### src/rtl/pc_ctrl_pkg.sv
// Shared encodings for the next-PC controller: FSM states, cause codes, source ranks.
package pc_ctrl_pkg;

  localparam int CpuWidth = 32;

  localparam logic [1:0] ST_BOOT = 2'd0;
  localparam logic [1:0] ST_RUN  = 2'd1;
  localparam logic [1:0] ST_HOLD = 2'd2;

  localparam logic [1:0] CAUSE_NONE     = 2'd0;
  localparam logic [1:0] CAUSE_TRAP     = 2'd1;
  localparam logic [1:0] CAUSE_MISALIGN = 2'd2;
  localparam logic [1:0] CAUSE_IRQ      = 2'd3;

  // Larger rank wins; used to decide whether a new source may displace a pending one.
  localparam logic [2:0] RANK_NONE     = 3'd0;
  localparam logic [2:0] RANK_IRQ      = 3'd1;
  localparam logic [2:0] RANK_JAL      = 3'd2;
  localparam logic [2:0] RANK_BRANCH   = 3'd3;
  localparam logic [2:0] RANK_MRET     = 3'd4;
  localparam logic [2:0] RANK_MISALIGN = 3'd5;
  localparam logic [2:0] RANK_TRAP     = 3'd6;

  localparam logic [31:0] DEF_RESET_VEC = 32'h0000_0000;
  localparam logic [31:0] DEF_TRAP_VEC  = 32'h0000_0100;

  function automatic logic is_misaligned(input logic [1:0] lsb);
    return lsb != 2'b00;
  endfunction

endpackage

### src/rtl/pc_ctrl_redirect_sel.sv
// Combinational priority select over the redirect sources; returns target,
// rank and the epc/cause/ie values the winning source would commit.
module pc_redirect_sel
  import pc_ctrl_pkg::*;
#(
  parameter int               WIDTH    = CpuWidth,
  parameter logic [WIDTH-1:0] TRAP_VEC = WIDTH'(DEF_TRAP_VEC)
) (
  input  logic             trap_i,
  input  logic             mret_i,
  input  logic             branch_en_i,
  input  logic [WIDTH-1:0] branch_addr_i,
  input  logic             jal_en_i,
  input  logic [WIDTH-1:0] jal_addr_i,
  input  logic             irq_i,
  input  logic             irq_ok_i,
  input  logic [WIDTH-1:0] pc_i,
  input  logic [WIDTH-1:0] epc_i,
  input  logic [1:0]       cause_i,
  input  logic             ie_i,
  output logic             valid_o,
  output logic [WIDTH-1:0] target_o,
  output logic [2:0]       rank_o,
  output logic [WIDTH-1:0] epc_o,
  output logic [1:0]       cause_o,
  output logic             ie_o,
  output logic             misalign_o
);

  logic [WIDTH-1:0] xfer_tgt;

  always_comb begin
    xfer_tgt   = branch_en_i ? branch_addr_i : jal_addr_i;
    misalign_o = (branch_en_i | jal_en_i) & is_misaligned(xfer_tgt[1:0]);
    valid_o    = 1'b1;
    target_o   = TRAP_VEC;
    rank_o     = RANK_NONE;
    epc_o      = epc_i;
    cause_o    = cause_i;
    ie_o       = ie_i;
    if (trap_i) begin
      rank_o  = RANK_TRAP;
      epc_o   = pc_i;
      cause_o = CAUSE_TRAP;
      ie_o    = 1'b0;
    end else if (misalign_o) begin
      rank_o  = RANK_MISALIGN;
      epc_o   = pc_i;
      cause_o = CAUSE_MISALIGN;
      ie_o    = 1'b0;
    end else if (mret_i) begin
      rank_o   = RANK_MRET;
      target_o = epc_i;
      ie_o     = 1'b1;
    end else if (branch_en_i) begin
      rank_o   = RANK_BRANCH;
      target_o = branch_addr_i;
    end else if (jal_en_i) begin
      rank_o   = RANK_JAL;
      target_o = jal_addr_i;
    end else if (irq_i && ie_i && irq_ok_i) begin
      rank_o  = RANK_IRQ;
      epc_o   = pc_i + WIDTH'(4);
      cause_o = CAUSE_IRQ;
      ie_o    = 1'b0;
    end else begin
      valid_o = 1'b0;
    end
  end

endmodule

### src/rtl/pc_ctrl.sv
// Next-PC controller: boot hold-off, redirect arbitration, stall freeze with a
// one-entry pending redirect, and the epc/cause/ie trap state.
module pc_ctrl
  import pc_ctrl_pkg::*;
#(
  parameter int               WIDTH       = CpuWidth,
  parameter logic [WIDTH-1:0] RESET_VEC   = WIDTH'(DEF_RESET_VEC),
  parameter logic [WIDTH-1:0] TRAP_VEC    = WIDTH'(DEF_TRAP_VEC),
  parameter int               BOOT_CYCLES = 4
) (
  input  logic             clk_i,
  input  logic             rst_i,
  input  logic [WIDTH-1:0] pc_i,
  input  logic             stall_i,
  input  logic             branch_en_i,
  input  logic [WIDTH-1:0] branch_addr_i,
  input  logic             jal_en_i,
  input  logic [WIDTH-1:0] jal_addr_i,
  input  logic             trap_i,
  input  logic             mret_i,
  input  logic             irq_i,
  output logic             jump_en_o,
  output logic [WIDTH-1:0] jump_addr_o,
  output logic             flush_o,
  output logic [WIDTH-1:0] epc_o,
  output logic [1:0]       cause_o,
  output logic             ie_o,
  output logic             busy_o
);

  localparam int CW = $clog2(BOOT_CYCLES + 1);

  logic [1:0]       state_q, state_d;
  logic [CW-1:0]    cnt_q, cnt_d;
  logic [WIDTH-1:0] epc_q, epc_d;
  logic [1:0]       cause_q, cause_d;
  logic             ie_q, ie_d;
  logic [WIDTH-1:0] pend_tgt_q, pend_tgt_d;
  logic [WIDTH-1:0] pend_epc_q, pend_epc_d;
  logic [1:0]       pend_cause_q, pend_cause_d;
  logic             pend_ie_q, pend_ie_d;
  logic [2:0]       pend_rank_q, pend_rank_d;

  logic             sel_vld;
  logic [WIDTH-1:0] sel_tgt;
  logic [2:0]       sel_rank;
  logic [WIDTH-1:0] sel_epc;
  logic [1:0]       sel_cause;
  logic             sel_ie;
  logic             unused_sel_misalign;

  pc_redirect_sel #(
    .WIDTH    (WIDTH),
    .TRAP_VEC (TRAP_VEC)
  ) u_sel (
    .trap_i        (trap_i),
    .mret_i        (mret_i),
    .branch_en_i   (branch_en_i),
    .branch_addr_i (branch_addr_i),
    .jal_en_i      (jal_en_i),
    .jal_addr_i    (jal_addr_i),
    .irq_i         (irq_i),
    .irq_ok_i      (!stall_i),
    .pc_i          (pc_i),
    .epc_i         (epc_q),
    .cause_i       (cause_q),
    .ie_i          (ie_q),
    .valid_o       (sel_vld),
    .target_o      (sel_tgt),
    .rank_o        (sel_rank),
    .epc_o         (sel_epc),
    .cause_o       (sel_cause),
    .ie_o          (sel_ie),
    .misalign_o    (unused_sel_misalign)
  );

  always_comb begin
    state_d      = state_q;
    cnt_d        = cnt_q;
    epc_d        = epc_q;
    cause_d      = cause_q;
    ie_d         = ie_q;
    pend_tgt_d   = pend_tgt_q;
    pend_epc_d   = pend_epc_q;
    pend_cause_d = pend_cause_q;
    pend_ie_d    = pend_ie_q;
    pend_rank_d  = pend_rank_q;
    jump_en_o    = 1'b0;
    jump_addr_o  = pc_i;
    flush_o      = 1'b0;
    case (state_q)
      ST_BOOT: begin
        jump_en_o   = 1'b1;
        jump_addr_o = RESET_VEC;
        if (cnt_q <= CW'(1)) state_d = ST_RUN;
        else                 cnt_d   = cnt_q - CW'(1);
      end
      ST_HOLD: begin
        jump_en_o = 1'b1;
        if (stall_i) begin
          // Only a strictly more urgent source may displace the pending one.
          if (sel_vld && (sel_rank > pend_rank_q)) begin
            pend_tgt_d   = sel_tgt;
            pend_epc_d   = sel_epc;
            pend_cause_d = sel_cause;
            pend_ie_d    = sel_ie;
            pend_rank_d  = sel_rank;
          end
        end else begin
          jump_addr_o = pend_tgt_q;
          flush_o     = 1'b1;
          epc_d       = pend_epc_q;
          cause_d     = pend_cause_q;
          ie_d        = pend_ie_q;
          pend_rank_d = RANK_NONE;
          state_d     = ST_RUN;
        end
      end
      default: begin
        if (stall_i) begin
          jump_en_o = 1'b1;
          if (sel_vld) begin
            pend_tgt_d   = sel_tgt;
            pend_epc_d   = sel_epc;
            pend_cause_d = sel_cause;
            pend_ie_d    = sel_ie;
            pend_rank_d  = sel_rank;
            state_d      = ST_HOLD;
          end
        end else if (sel_vld) begin
          jump_en_o   = 1'b1;
          jump_addr_o = sel_tgt;
          flush_o     = 1'b1;
          epc_d       = sel_epc;
          cause_d     = sel_cause;
          ie_d        = sel_ie;
        end
      end
    endcase
  end

  always_ff @(posedge clk_i or posedge rst_i) begin
    if (rst_i) begin
      state_q      <= ST_BOOT;
      cnt_q        <= CW'(BOOT_CYCLES);
      epc_q        <= '0;
      cause_q      <= CAUSE_NONE;
      ie_q         <= 1'b1;
      pend_tgt_q   <= '0;
      pend_epc_q   <= '0;
      pend_cause_q <= CAUSE_NONE;
      pend_ie_q    <= 1'b0;
      pend_rank_q  <= RANK_NONE;
    end else begin
      state_q      <= state_d;
      cnt_q        <= cnt_d;
      epc_q        <= epc_d;
      cause_q      <= cause_d;
      ie_q         <= ie_d;
      pend_tgt_q   <= pend_tgt_d;
      pend_epc_q   <= pend_epc_d;
      pend_cause_q <= pend_cause_d;
      pend_ie_q    <= pend_ie_d;
      pend_rank_q  <= pend_rank_d;
    end
  end

  assign epc_o   = epc_q;
  assign cause_o = cause_q;
  assign ie_o    = ie_q;
  assign busy_o  = (state_q == ST_BOOT);

endmodule

### config.mk
export PLATFORM = sky130hd
export DESIGN_NAME = pc_ctrl
export DESIGN_NICKNAME = d
export VERILOG_FILES = /design/src/rtl/pc_ctrl_pkg.sv /design/src/rtl/pc_ctrl_redirect_sel.sv /design/src/rtl/pc_ctrl.sv
export SDC_FILE = /design/constraint.sdc
export NUM_CORES = 1
export LEC_CHECK = 0
export CAP_MARGIN = 20
export CORE_MARGIN = 4
export CORE_UTILIZATION = 40
export CTS_CLUSTER_SIZE = 14
export DETAILED_ROUTE_END_ITERATION = 6
export GPL_ROUTABILITY_DRIVEN = 1
export HOLD_SLACK_MARGIN = 0.12
export PLACE_DENSITY = 0.75
export SYNTH_ARGS = -nofsm -noshare
export SYNTH_HDL_FRONTEND = slang
export SYNTH_SLANG_ARGS = --single-unit
### constraint.sdc
create_clock -name clk_i -period 3.3 [get_ports clk_i]
set_input_delay 0.66 -clock clk_i [delete_from_list [all_inputs] [get_ports clk_i]]
set_output_delay 0.66 -clock clk_i [all_outputs]
set_load 0.03 [all_outputs]
* Word-level counts from Yosys, hierarchy flattened
Index checks and enable logic that the tools add are counted.
Widths: inputs -> output; s select.
** Cells by class
- Equality and inequality tests :: 5
- Multiplexer cells :: 85
- $lt $le $gt $ge :: 2
- Reduce and logical (&&, ||, !) cells :: 16
- $add $sub $neg :: 2
- Bitwise operators :: 5
** Operators with widths (count)
- $mux 32 :: 24
- $pmux 32 s2 :: 4
- $mux 2 :: 17
- $add 32x3->32 const B :: 1
- $mux 3 :: 9
- $mux 1 :: 24
- $pmux 2 s2 :: 3
- $reduce_and 4->1 :: 3
- $pmux 1 s2 :: 3
- $pmux 3 s2 :: 1
- $reduce_bool 2->1 :: 3
- $reduce_bool 3->1 :: 2
- $ne 2x2->1 const B :: 2
- $gt 3x3->1 :: 1
- $le 3x1->1 const B :: 1
- $logic_and 1x1->1 :: 3
- $ne 3x3->1 const B :: 1
- $not 1->1 :: 3
- $reduce_and 3->1 :: 1
- $sub 3x1->3 const B :: 1
- $eq 2x2->1 const B :: 1
- $logic_not 2->1 :: 1
- $ne 2x1->1 const B :: 1
- $reduce_and 2->1 :: 1
- 4 further kinds :: 4
** Storage, ports and cells
- Bits in registers :: 110
- Input bits :: 104
- Output and inout bits :: 70

* Logic depth before layout (Yosys ltp)
Gate-level depths: netlist of the first run.
- Word-level depth :: 13
- Gate-level depth with buffers :: 16
- Depth with buffers taken out :: 11

* Cells and area by module
A second synthesis of the first run with hierarchy kept.
** Unflattened totals
- Cells, all modules :: 844
- Area, all modules :: 7782.5 um2
** By module, submodules not included
- pc_ctrl :: area each 5764.3 um2, times used 1, sequential area each 2755.1 um2, cells an instance 496
- pc_redirect_sel :: area each 2018.2 um2, times used 1, sequential area each 0.0 um2, cells an instance 348

* Worst setup path before layout of the first run
No wires, ideal clock.
- Kind :: input -> register
- From :: in branch_en_i
- To :: reg pend_epc_q[17]
- Arrival :: 3004 ps
- Stages on the path :: 13
- Path buffers :: 4
- Setup time :: 125 ps
- Path slack :: 172 ps
- Cells stage by stage :: buf_4 buf_2 nor3_1 a21oi_1 o31ai_1 ha_1 nor2b_1 o21a_1 o21ai_0 o21a_1 buf_2 buf_4 mux2_2
** Between the ends
- Word-level cells in the longest chain between the ends :: 9
** RTL lines
- start, declared :: line pc_ctrl.sv:15 : input logic branch_en_i,
- $mux 2 :: line pc_ctrl_redirect_sel.sv:33 : xfer_tgt = branch_en_i ? branch_addr_i : jal_addr_i;
- $reduce_bool 2->1 :: line pc_ctrl_pkg.sv:28 : return lsb != 2'b00;
- $and 1x1->1 :: line pc_ctrl_redirect_sel.sv:34 : misalign_o = (branch_en_i | jal_en_i) & is_misaligned(xfer_tgt[1:0]);
- $mux 3 :: line pc_ctrl_redirect_sel.sv:46 : end else if (misalign_o) begin
- $mux 3 :: line pc_ctrl_redirect_sel.sv:41 : if (trap_i) begin
- $gt 3x3->1 :: line pc_ctrl.sv:102 : if (sel_vld && (sel_rank > pend_rank_q)) begin
- $logic_and 1x1->1 :: line pc_ctrl.sv:102
- $ne 2x2->1 (no line)
- $reduce_and 4->1 (no line)
- end signal, assigned :: line pc_ctrl.sv:161 : pend_epc_q <= pend_epc_d;
- end, declared :: line pc_ctrl.sv:39 : logic [WIDTH-1:0] pend_epc_q, pend_epc_d;
Several ways; a longest one is shown, not always the timed one. The select of a mux whose other input is x is not followed.
A chain may end at the register's enable or synchronous reset.

* Final worst setup path of the first run
- From :: in irq_i
- To :: out jump_addr_o[18]
** Between the ends
- Word-level cells in the longest chain between the ends :: 11
** RTL lines
- start, declared :: line pc_ctrl.sv:21 : input logic irq_i,
- $logic_and 1x1->1 (2 in a row) :: line pc_ctrl_redirect_sel.sv:61 : end else if (irq_i && ie_i && irq_ok_i) begin
- $mux 1 :: line pc_ctrl_redirect_sel.sv:61
- $mux 1 :: line pc_ctrl_redirect_sel.sv:58 : end else if (jal_en_i) begin
- $mux 1 :: line pc_ctrl_redirect_sel.sv:55 : end else if (branch_en_i) begin
- $mux 1 :: line pc_ctrl_redirect_sel.sv:51 : end else if (mret_i) begin
- $mux 1 :: line pc_ctrl_redirect_sel.sv:46
- $mux 1 :: line pc_ctrl_redirect_sel.sv:41
- $mux 32 :: line pc_ctrl.sv:130 : end else if (sel_vld) begin
- $mux 32 :: line pc_ctrl.sv:120 : if (stall_i) begin
- $pmux 32 s2 :: line pc_ctrl.sv:91 : case (state_q)
- end, declared :: line pc_ctrl.sv:23 : output logic [WIDTH-1:0] jump_addr_o,
Every way passes these cells.

==> results.toml, run 1 <==
[layout]
finalNetCount = 1251
n_antenna_cell = 0
multi_input_area_sq_um = 4380
layout-drive-gt1-share_pct = 15.0
fill_cells = 1698
instances_no_fill = 1380
area_delta_synth_final_pct = 35.9
regArea_sq_um = 2760
fin_util_pct = 55.1

[critical_path]
critPathKind = "input port to output port"
cp-start-kind = "input port"
cp_max_fo = 31
cp_cell_sequence = "clkdlybuf4s50_1, nand2_1, a21oi_4, buf_12, nor2b_1, a31oi_1, o22ai_2, buf_4"
crit_start = "irq_i"
required_ns = 2.64
crit_arrival_ns = 2.40
max_stage_delay_ns = 0.53
r2r-start = "ie_o"
slowest_stage = "clkdlybuf4s50_1"
crit_path_end_kind = "output port"

[global_routing]
grt_overflow_total = 0
grt_max_degree = 69
grt_pass1_wl_mm = 44.7
antenna_found_initial = 1
globalRouteTotalUtil_pct = 26.2
grt_pass1_vias = 7958

[timing]
min_period_over_period_pct = 92.6
rsz0062_at_grt = "no"
fin_ws_ns = 0.243
finClkSkew_ns = 0.0103
period_needed_ns = 3.06
slew-limit-headroom_pct = 44.8
final.setup.tns_ns = 0
hold_viol_final = 0
finalSetupViolations = 0
slew_viol_final = 0
fmax_mhz = 327
tightest_slew_ns = 0.825

[logic_synthesis]
syn_area_per_cell_sq_um = 7.88
async_flop_share_pct = 100
ys.flop_type = "dfrtp_1"
ys_warn_count = 0
synth_top_area_share_pct = 35.7
yosys.area.top_type = "dfrtp_1"
synthTopCellsByArea = "dfrtp_1 36%, nand2_1 8.6%, o21ai_0 8.5%"
yosysUniqueCellTypes = 66
ys_seq_elements = 110
syn-instance-count = 959
syn_area_sq_um = 7560
ys_seq_area_share_pct = 36.4
synth_edf_count = 0
synth_nets = 1069

[power]
peakVddDrop_uv = 363
power_density_nw_per_um2 = 627
total_power_mw = 6.44
p_leak_nw = 4.40

[cts]
h-tree-depth = 3
max-clock-path-buffers = 2
cts_tree = "built"
cts-root-buf = "clkbuf_16"
clkTransAtPathRegs_ns = 0.07
clk_latency_ns = 0.37
tritoncts.num_buffers = 9
cts.sinks = 110

[drt]
avgViaCountPerCell = 6.07
drc = 2
wl_per_cell_microns = 20.8
drt_first_pass_iters = 7
dr_total_vias = 8380
drt_wl_total_mm = 28.7
ant_nets = 0
first_iter_violations = 981

[floorplanning]
coreArea_sq_um = 18600
die_area_sq_um = 21200
die_w_microns = 145
rows = 50
die_h_microns = 145
pin_count = 174
initial_utilization_pct = 40.6

[place]
io_buffers = 173
dp_worst_setup_slack_ns = -0.171
gp_congestion = 0.960
place_inst = 1358
dp_hpwl_mm = 21.4

[outcome]
status = "complete, but fails checks"
violations = "design-rule violations"

[hold_path]
worstHoldStart = "pend_epc_q[18]"
hp-class = "flip-flop to flip-flop"

[flow_run]
cap_violations = 0
[critical path, delay by kind of cell]
family	cells	cell delay (ns)
and+or+nand+nor	2	0.20
AOI/OAI and AO/OA	3	0.55
buffers and inverters	3	0.98
[per-layer routing]
layer	track usage, %	part of all wire [%]	routed length, microns	up-vias
met5	0	0.042	12	-
met4	9.83	3.4	979	2
met3	5.98	11	3130	68
met2	39.1	44	12600	476
met1	37.4	42	12000	3989
li1	-	-	-	3845
[Yosys cell counts, types with 3 or more instances]
| cell | instances |
|---|---|
| o2bb2ai_1 | 3 |
| nand4_1 | 13 |
| o21ai_0 | 129 |
| xnor2_1 | 4 |
| nor3_1 | 11 |
| buf_4 | 6 |
| o31ai_1 | 5 |
| nor2_1 | 39 |
| nand3_1 | 18 |
| or2_2 | 3 |
| nor4_1 | 4 |
| buf_1 | 5 |
| a31oi_1 | 34 |
| mux2_2 | 8 |
| o22ai_1 | 36 |
| or3_1 | 3 |
| nor2b_1 | 25 |
| o21ai_1 | 11 |
| a221oi_1 | 6 |
| ha_1 | 6 |
| nand2_1 | 174 |
| mux2i_1 | 38 |
| a22o_1 | 3 |
| inv_1 | 22 |
| and3_1 | 26 |
| o211ai_1 | 5 |
| o311a_1 | 4 |
| a21oi_1 | 49 |
| o21a_1 | 6 |
| buf_2 | 25 |
| dfrtp_1 | 108 |
| a211oi_1 | 4 |
| nor4_4 | 3 |
| clkbuf_1 | 50 |
| a22oi_1 | 34 |
[power by group]
group          internal [mW]  total [mW]  switching, mW  leakage (nW)
sequential              1.84        2.34          0.498          1.38
clock                  0.555        1.11          0.557         0.148
combinational           1.24        2.99           1.75          2.87
total                   3.64        6.44           2.80          4.40
[final cells by class]
| type | count | area share [%] |
|---|---|---|
| clock buffer | 10 | 2.33 |
| clock inverter | 6 | 0.560 |
| inverter | 22 | 0.841 |
| multi-input combinational | 739 | 42.6 |
| sequential | 110 | 26.8 |
| tap | 234 | 2.85 |
| timing repair buffer | 259 | 24.0 |
[placed cells by master, fill, tap and decap left out, drive strengths merged, types with 13 or more instances in the layout]
cell type / Yosys / layout
nand2: 174 / 174
o21ai: 140 / 140
clkdlybuf4s50: 0 / 132
buf: 37 / 121
dfrtp: 108 / 108
a21oi: 49 / 49
nor2: 40 / 40
mux2i: 38 / 38
o22ai: 36 / 36
a22oi: 34 / 34
a31oi: 34 / 34
and3: 26 / 26
nor2b: 26 / 26
inv: 22 / 26
nand3: 20 / 20
nand4: 13 / 13
[logic make-up (layout without fill, tap and decap cells)]
kind of cell,Yosys count,count (layout),share of synthesized area (%)
AO/OA/AOI/OAI,348,348,28.1
adder cells (fa/ha/maj),6,6,0.993
buffers and inverters,110,297,6.29
multiplexers,46,46,6.22
XOR/XNOR,5,5,0.579
AND/OR/NAND/NOR,334,334,21.3
flip-flops,110,110,36.4
[worst paths after layout]
kind	to	slack (ns)	cells after the start
hold / removal	pend_epc_q[18]	0.48	2
min in group asynchronous	cause_o[1]	0.73	2
setup / recovery	jump_addr_o[18]	0.24	8
setup reg to reg	pend_rank_q[0]	0.67	11
hold reg to reg	pend_epc_q[18]	0.48	2
max in group asynchronous	cnt_q[2]	1.75	3
[per-stage QoR]
stage,instance area (sq um),hold WS [ns]
CTS,10200,0.481
global route,10300,0.509
finish,10300,0.478
global placement,9880,0.455
detailed placement,9880,0.465
floorplan,7560,0.442
[flip-flops by register name, summed over array words and instances, names as in the netlist]
signal        cells
pend_cause_q      2
cnt_q             3
epc_o            32
pend_tgt_q       32
cause_o           2
pend_rank_q       3
state_q           2
pend_epc_q       32
pend_ie_q         1
ie_o              1
[repair_timing]
item	CTS	global route
endpoints found under the setup margin	8	56
hold endpoints to repair	0	0
pin swaps	2	6
hold buffers	0	0
setup buffers	2	4
gates resized for setup	8	13
(Power assumes the default switching activity.)
==> inputs of run 2 (changes only) <==
==> constraint.sdc (replaced) <==
create_clock -name clk_i -period 3.3 [get_ports clk_i]
set_input_delay 0.66 -clock clk_i [delete_from_list [all_inputs] [get_ports clk_i]]
set_output_delay 0.66 -clock clk_i [all_outputs]
set_load 0.1 [all_outputs]
==> run 2 against run 1 <==
The run now ends clean. Cell area up 8.1%. Combinational power up 62%. Setup slack worse by 0.16 ns. Register-to-register slack better by 0.12 ns. Core utilization up 4.4 points. Wire length up 1.5%. Critical endpoint is now jump_addr_o[8]. First-iteration DRC count up 15%. Clock power up 4%. Non-clock buffer count up 5. Critical path depth up 1. Critical path type unchanged. Largest cell class unchanged.
==> results.toml, run 2 (synthesized netlist as in run 1, its figures left out) <==
[drt]
wl_per_cell_microns = 21.0
drc = 0
drt_wl_total_mm = 29.1
ant_nets = 0
drt_first_pass_iters = 6
avgViaCountPerCell = 6.09
dr_total_vias = 8441
first_iter_violations = 1127

[outcome]
status = "complete, no violations"

[place]
dp_hpwl_mm = 21.6
gp_congestion = 0.944
io_buffers = 173
place_inst = 1366

[layout]
area_delta_synth_final_pct = 46.8
n_antenna_cell = 0
finalNetCount = 1256
layout-drive-gt1-share_pct = 22.8
instances_no_fill = 1385
fin_util_pct = 59.5
final_cell_mix = "173 x nand2_1, 123 x o21ai_0, 114 x buf_4"
layout_commonest_cell = "nand2_1"

[timing]
min_period_over_period_pct = 97.4
hold_viol_final = 0
slew-limit-headroom_pct = 39.6
rsz0062_at_grt = "no"
finalSetupViolations = 0
finClkSkew_ns = 0.00740
fmax_mhz = 311
period_needed_ns = 3.22
slew_viol_final = 0
tightest_slew_ns = 0.896

[critical_path]
crit_path_end_kind = "output port"
crit_arrival_ns = 2.56
cp-start-kind = "input port"
required_ns = 2.64
cp_max_fo = 3
critPathKind = "input port to output port"

[global_routing]
met1_usage_pct = 38.7
grt_max_degree = 61
grt_overflow_total = 0
antenna_found_initial = 0
top_usage_layer = "met2"
grt_pass1_vias = 7972
met2_usage_pct = 40.8
globalRouteTotalUtil_pct = 26.8
met3_usage_pct = 4.73
grt_pass1_wl_mm = 45.5

[cts]
cts_tree = "built"
cts.sinks = 110
clk_latency_ns = 0.36
tritoncts.num_buffers = 9
max-clock-path-buffers = 2
cts_hold_buffers = 0
h-tree-depth = 3
clkTransAtPathRegs_ns = 0.07
cts-root-buf = "clkbuf_16"

[power]
power_density_nw_per_um2 = 748
p_leak_nw = 4.65
peakVddDrop_uv = 596

[floorplanning]
pin_count = 174
coreArea_sq_um = 18600
die_w_microns = 145
rows = 50
die_area_sq_um = 21200
die_h_microns = 145
initial_utilization_pct = 40.6

[flow_run]
cap_violations = 0

[hold_path]
hp-class = "flip-flop to flip-flop"
run 2: where the power goes:
part	total, mW	switching [mW]	internal (mW)
sequential	2.32	0.482	1.84
clock	1.15	0.549	0.606
combinational	4.83	3.35	1.48
run 2: repair_timing:
action | CTS | global route
endpoints found under the hold margin | 0 | 0
endpoints found under the setup margin | 29 | 41
gates cloned | 1 | 0
pin swaps | 0 | 8
buffers inserted | 2 | 2
gates resized for setup | 12 | 23
run 2: area by class of cell:
class / count / area (sq um)
multi-input combinational: 739 / 4870
fill: 1562 / 7540
inverter: 22 / 86.3
clock inverter: 6 / 75.1
timing repair buffer: 264 / 2790
tap: 234 / 293
sequential: 110 / 2760
clock buffer: 10 / 229
run 2: metrics by stage:
stage	hold slack, ns	setup slack [ns]	power (mW)	area (sq um)	setup TNS, ns
after CTS	0.480	-0.0455	8.27	11000	-0.0455
final	0.476	0.0847	8.30	11100	0
after floorplan	0.442	-0.137	5.53	7980	-0.137
after global routing	0.500	0.000654	8.67	11100	0
after global placement	0.454	-0.127	7.00	10600	-3.46
after detailed placement	0.463	-0.142	7.08	10600	-6.48
run 2: path summary, 6_finish.rpt:
path,slack [ns],start,cells past startpoint,endpoint
min,0.48,pend_epc_q[21],2,pend_epc_q[21]
min reg2reg,0.48,pend_epc_q[21],2,pend_epc_q[21]
max,0.08,jal_addr_i[0],9,jump_addr_o[8]
max in group asynchronous,2.00,rst_i,3,epc_o[29]
max reg2reg,0.79,ie_o,11,pend_rank_q[0]
min in group asynchronous,0.63,rst_i,2,pend_epc_q[8]
run 2: critical path: stages:
cell,delay (ns)
clkdlybuf4s50_1,0.45
or2_4,0.27
a221o_1,0.33
a211oi_2,0.26
buf_4,0.15
nand2_1,0.05
o21ai_2,0.08
o22ai_4,0.10
buf_12,0.20
run 2: routing by layer:
metal | vias to the layer above | part of all wire [%]
met5 | - | 0
met2 | 491 | 45
met1 | 4026 | 42
li1 | 3862 | -
met4 | 0 | 2.7
met3 | 62 | 10
